File: src/rtl/pipe_ctrl_pkg.sv
// Shared constants and types for the pipeline control unit.
// Hold vectors, divider sequencer state codes and default iteration count.
package pipe_ctrl_pkg;

    localparam logic [5:0] STALL_NONE = 6'b000000;
    localparam logic [5:0] STALL_ID   = 6'b000111;
    localparam logic [5:0] STALL_EX   = 6'b001111;

    localparam int DIV_CYCLES_DEF = 32;

    typedef enum logic [1:0] {
        DIV_IDLE = 2'd0,
        DIV_RUN  = 2'd1,
        DIV_DONE = 2'd2
    } div_state_e;

endpackage

File: src/rtl/pipe_div_seq.sv
// Multi-cycle divider sequencer: decides when a divide may leave EX.
// Drives the divider handshake pulses and the EX hold request.
module pipe_div_seq
    import pipe_ctrl_pkg::*;
#(
    parameter int DIV_CYCLES = DIV_CYCLES_DEF,
    parameter int CNT_W      = 6
) (
    input  logic clk,
    input  logic rst,
    input  logic ex_div_req,
    input  logic flush_req,
    output logic div_start,
    output logic div_busy,
    output logic div_done,
    output logic ex_hold
);

    localparam logic [CNT_W-1:0] CNT_LAST = CNT_W'(DIV_CYCLES - 1);

    div_state_e       state_q, state_d;
    logic [CNT_W-1:0] cnt_q, cnt_d;

    always_ff @(posedge clk or posedge rst) begin
        if (rst) begin
            state_q <= DIV_IDLE;
            cnt_q   <= '0;
        end else begin
            state_q <= state_d;
            cnt_q   <= cnt_d;
        end
    end

    // A flush aborts any divide in flight; no completion pulse follows.
    always_comb begin
        state_d = state_q;
        cnt_d   = cnt_q;
        if (flush_req) begin
            state_d = DIV_IDLE;
            cnt_d   = '0;
        end else begin
            unique case (state_q)
                DIV_IDLE: begin
                    if (ex_div_req) begin
                        state_d = DIV_RUN;
                        cnt_d   = '0;
                    end
                end
                DIV_RUN: begin
                    cnt_d = cnt_q + 1'b1;
                    if (cnt_q == CNT_LAST) begin
                        state_d = DIV_DONE;
                        cnt_d   = '0;
                    end
                end
                DIV_DONE: begin
                    state_d = DIV_IDLE;
                    cnt_d   = '0;
                end
                default: begin
                    state_d = DIV_IDLE;
                    cnt_d   = '0;
                end
            endcase
        end
    end

    logic run, hold_raw;

    assign run       = (state_q == DIV_RUN);
    assign hold_raw  = (state_q == DIV_IDLE && ex_div_req) || run;

    assign div_start = !rst && run && (cnt_q == '0);
    assign div_busy  = !rst && run;
    assign div_done  = !rst && (state_q == DIV_DONE);
    assign ex_hold   = !rst && hold_raw && !flush_req;

endmodule

File: src/rtl/pipe_ctrl.sv
// Pipeline control: merges ID stalls, flushes and divider holds
// into the per-stage hold vector and the flush strobe.
module pipe_ctrl
    import pipe_ctrl_pkg::*;
#(
    parameter int DIV_CYCLES = DIV_CYCLES_DEF,
    parameter int CNT_W      = 6
) (
    input  logic       clk,
    input  logic       rst,
    input  logic       stallreq_id,
    input  logic       ex_div_req,
    input  logic       flush_req,
    output logic [5:0] stall,
    output logic       flush,
    output logic       div_start,
    output logic       div_busy,
    output logic       div_done
);

    logic ex_hold;

    pipe_div_seq #(
        .DIV_CYCLES(DIV_CYCLES),
        .CNT_W     (CNT_W)
    ) u_div_seq (
        .clk       (clk),
        .rst       (rst),
        .ex_div_req(ex_div_req),
        .flush_req (flush_req),
        .div_start (div_start),
        .div_busy  (div_busy),
        .div_done  (div_done),
        .ex_hold   (ex_hold)
    );

    // Priority: flush beats divider hold beats load-use hold.
    always_comb begin
        stall = STALL_NONE;
        flush = 1'b0;
        if (rst) begin
            stall = STALL_NONE;
        end else if (flush_req) begin
            flush = 1'b1;
        end else if (ex_hold) begin
            stall = STALL_EX;
        end else if (stallreq_id) begin
            stall = STALL_ID;
        end
    end

endmodule

File: config.mk
export PLATFORM = sky130hd
export DESIGN_NAME = pipe_ctrl
export DESIGN_NICKNAME = d
export VERILOG_FILES = /design/src/rtl/pipe_ctrl_pkg.sv /design/src/rtl/pipe_div_seq.sv /design/src/rtl/pipe_ctrl.sv
export SDC_FILE = /design/constraint.sdc
export NUM_CORES = 1
export LEC_CHECK = 0
export ABC_CLOCK_PERIOD_IN_PS = 1600
export CAP_MARGIN = 5
export CORE_AREA = 2 2 39 41
export CTS_CLUSTER_SIZE = 8
export DETAILED_ROUTE_END_ITERATION = 10
export DIE_AREA = 0 0 41 43
export DONT_BUFFER_PORTS = 1
export PLACE_DENSITY = 0.55
export SYNTH_ARGS = -nofsm -noshare
export SYNTH_HDL_FRONTEND = slang
export SYNTH_SLANG_ARGS = --single-unit
File: constraint.sdc
create_clock -name clk -period 1.6 [get_ports clk]
set_clock_uncertainty 0.1 [all_clocks]
set_input_delay 0.24 -clock clk [delete_from_list [all_inputs] [get_ports clk]]
set_output_delay 0.24 -clock clk [all_outputs]
set_load 0.1 [all_outputs]
==> metrics.md <==
| Metric | Value |
|---|---|
| Status | finished, violations left |
| Failing checks | negative setup slack |
| Post-DR wirelength/cell | 13.3 um |
| P_leak | 0.393 nW |
| Top delay family on crit path | simple AND/OR/NAND/NOR gates |
| Most common flop cell mapped by yosys | dfrtp_1 |
| Fmax | 578 MHz |
| I/O pin total | 15 |
| Worst Path Required | 1260 ps |
| CP Capture Type | output port |
| Crit-path max cell delay | 430 ps |
| Clk slew on worst S/H paths | 60 ps |
| CTS tree | built |
| NumNets Final | 90 |
| Die width | 41 um |
| P_int | 0.000381 W |
| Crit path from | u_div_seq.state_q[1]$_DFFE_PP0P_ |
| ANT cells | 0 |
| Core Util, Final | 64.8% |
| Syn Area/Cell | 8.82 um2 |
| Residual DRC | 0 |
| HP Start | flush_req |
| Antenna viol nets, final | 0 |
| Final hold violations | 0 |
| Seq/Total Area, Yosys | 38.5% |
| CP Launch Type | register |
| Fraction of layout cells with a size suffix above 1 | 52.4% |
| Sw Pwr | 0.000218 W |
| Power share of the sequential group | 35.4% |
| WP data arrival | 1390 ps |
| Clock latency at the later pin of the worst-skew pair | 260 ps |
| DR vias/cell | 5.32 |
| VDD IR max | 0.000547 V |
| Yosys top cell area share | 38.5% |
| Asr flop ratio synth | 100% |
| Min setup slack post-route | -131 ps |
| Final period util | 108% |
| CTS root buffer | clkbuf_4 |
| Worst path slowest cell | dfrtp_2 |
| Final setup fails | 6 |
| Post-synth cell types | 27 |
| Site row count | 14 |
| Clk sink count | 8 |
| Overflow after GRT | 0 |
| Overall power | 0.000599 W |
| Largest net degree at the start of global routing | 9 |
| CP Class | reg -> out |
| Slew Limit Fails | 0 |
| Synth Register Bits | 8 |
| CORE AREA | 1380 um2 |
| Initial core utilization | 37.6% |
| Port buffer count | 0 |
| Initial antenna violation count | 0 |
| Net Sw Frac | 36.5% |
| Die area | 1760 um2 |
| Commonest cells post-synth | 8 x dfrtp_1, 7 x nor2_1, 6 x o21ai_1 |
| First-pass GRT wire length | 2120 um |
| Cell Chain, Critical Path | or3_4 -> nor2_4 -> buf_12 |
| Syn. warnings | 0 |
| Placer congestion estimate | 0.801 |
| Yosys top cell by area | dfrtp_1 |
| Placed Area | 732 um2 |
| Power density over the cells | 668 nW/um2 |
| Gate power share | 35.4% |
| Part of the power in the clock network | 29.2% |
| WHS | 70.7 ps |
| Die H | 43 um |
| Post-synth EDFFs | 0 |
| Post-Synthesis Cells | 59 |
| Area of the mapped netlist | 520 um2 |
| DP HPWL | 914 um |
| Finished Cell Area | 897 um2 |
| Clock Path Buffers | 2 |
| Initial drt markers | 7 |
| DRT Wirelength | 1310 um |
| Bufs and invs on worst path | 1 |
| Area contributors post-synth | dfrtp_1 38%, o21ai_1 5.8%, buf_4 5.8%, nor2_1 5.0%, ha_1 4.8% |
| FF-to-FF Start | u_div_seq.state_q[1]$_DFFE_PP0P_ |
| Maximum Capacitance Violations | 0 |
| Max FO, Critical Path | 3 |
| TritonRoute pass-1 iters | 4 |
| Area Overhead vs Synth | 72.4% |
| Vias in the first global route | 474 |
| H-tree depth | 1 |
| RSZ-0062 raised after global routing | true |
| Total CTS buffers | 3 |
| Min Clock Period, post-route | 1730 ps |
| Most frequent cell after synthesis | dfrtp_1 |
| Via count | 521 |
| GRT Total Usage | 17.7% |
| Hold Crit Class | in -> reg |
## cell families after synthesis
group	count (synthesis)	synth area share [%]
and+or+nand+nor	29	33.7
AOI/OAI and AO/OA	11	13.7
buffers and inverters	8	8.65
DFF	8	38.5
adders and majority gates	2	4.81
other	1	0.720
## cell type report
| type | count | area (um2) |
|---|---|---|
| repair buffers | 22 | 285 |
| multi-input cells | 44 | 347 |
| flip-flops and latches | 8 | 201 |
| inverters | 4 | 17.5 |
| fillers | 118 | 487 |
| clock buffers | 4 | 26.3 |
| well taps | 16 | 20.0 |
## power groups by stage
| stage | combinational [W] | clock, W | sequential, W |
|---|---|---|---|
| after floorplan | 0.000148 | 0 | 0.000215 |
| after global placement | 0.000174 | 0 | 0.000216 |
| after detailed placement | 0.000175 | 0 | 0.000216 |
| after CTS | 0.000191 | 0.000179 | 0.000211 |
| after global routing | 0.000221 | 0.000192 | 0.000213 |
| final | 0.000212 | 0.000175 | 0.000212 |
## path summary, 6_finish.rpt
check | to | slack (ps) | cells past startpoint
setup / recovery | stall[3] | -130 | 3
hold / removal | u_div_seq.state_q[0]$_DFFE_PP0P_ | 70 | 2
setup reg to reg | u_div_seq.cnt_q[3]$_DFFE_PP0P_ | 70 | 5
hold reg to reg | u_div_seq.cnt_q[5]$_DFFE_PP0P_ | 430 | 1
max in group asynchronous | u_div_seq.state_q[1]$_DFFE_PP0P_ | 940 | 3
min in group asynchronous | u_div_seq.state_q[0]$_DFFE_PP0P_ | 320 | 3
## state kept, by name (all words and copies together), names as in the netlist
signal	flops
u_div_seq.cnt_q	6
u_div_seq.state_q	2
## placed cells by master, fill, tap and decap left out, drive strengths merged, types with 2 or more instances in the layout
master	instances
and3	2
buf	21
clkbuf	4
conb	2
dfrtp	8
ha	2
inv	4
nand2	4
nand3	2
nor2	7
nor3	5
nor4	2
o21ai	6
## stage by stage
step | instances | worst slack, ps | TNS [ps]
finish | 98 | -131 | -431
global route | 98 | -182 | -889
CTS | 95 | -128 | -536
detailed placement | 88 | 95.5 | 0
global placement | 88 | 119 | 0
floorplan | 60 | -555 | -1940
## layer usage
metal | GRT usage (%) | wire length (um)
met1 | 23.3 | 518
met2 | 26.9 | 725
met3 | 3.14 | 36
met4 | 8.00 | 26
met5 | 0 | 0
## repair_timing
action                                  in CTS  in global routing
hold buffers                                 1                  0
endpoints found under the setup margin       6                  7
endpoints found under the hold margin        8                  0
pin swaps                                    3                  7
resized for setup                            9                 15
setup buffers                                2                  3
(Power assumes the default switching activity.)
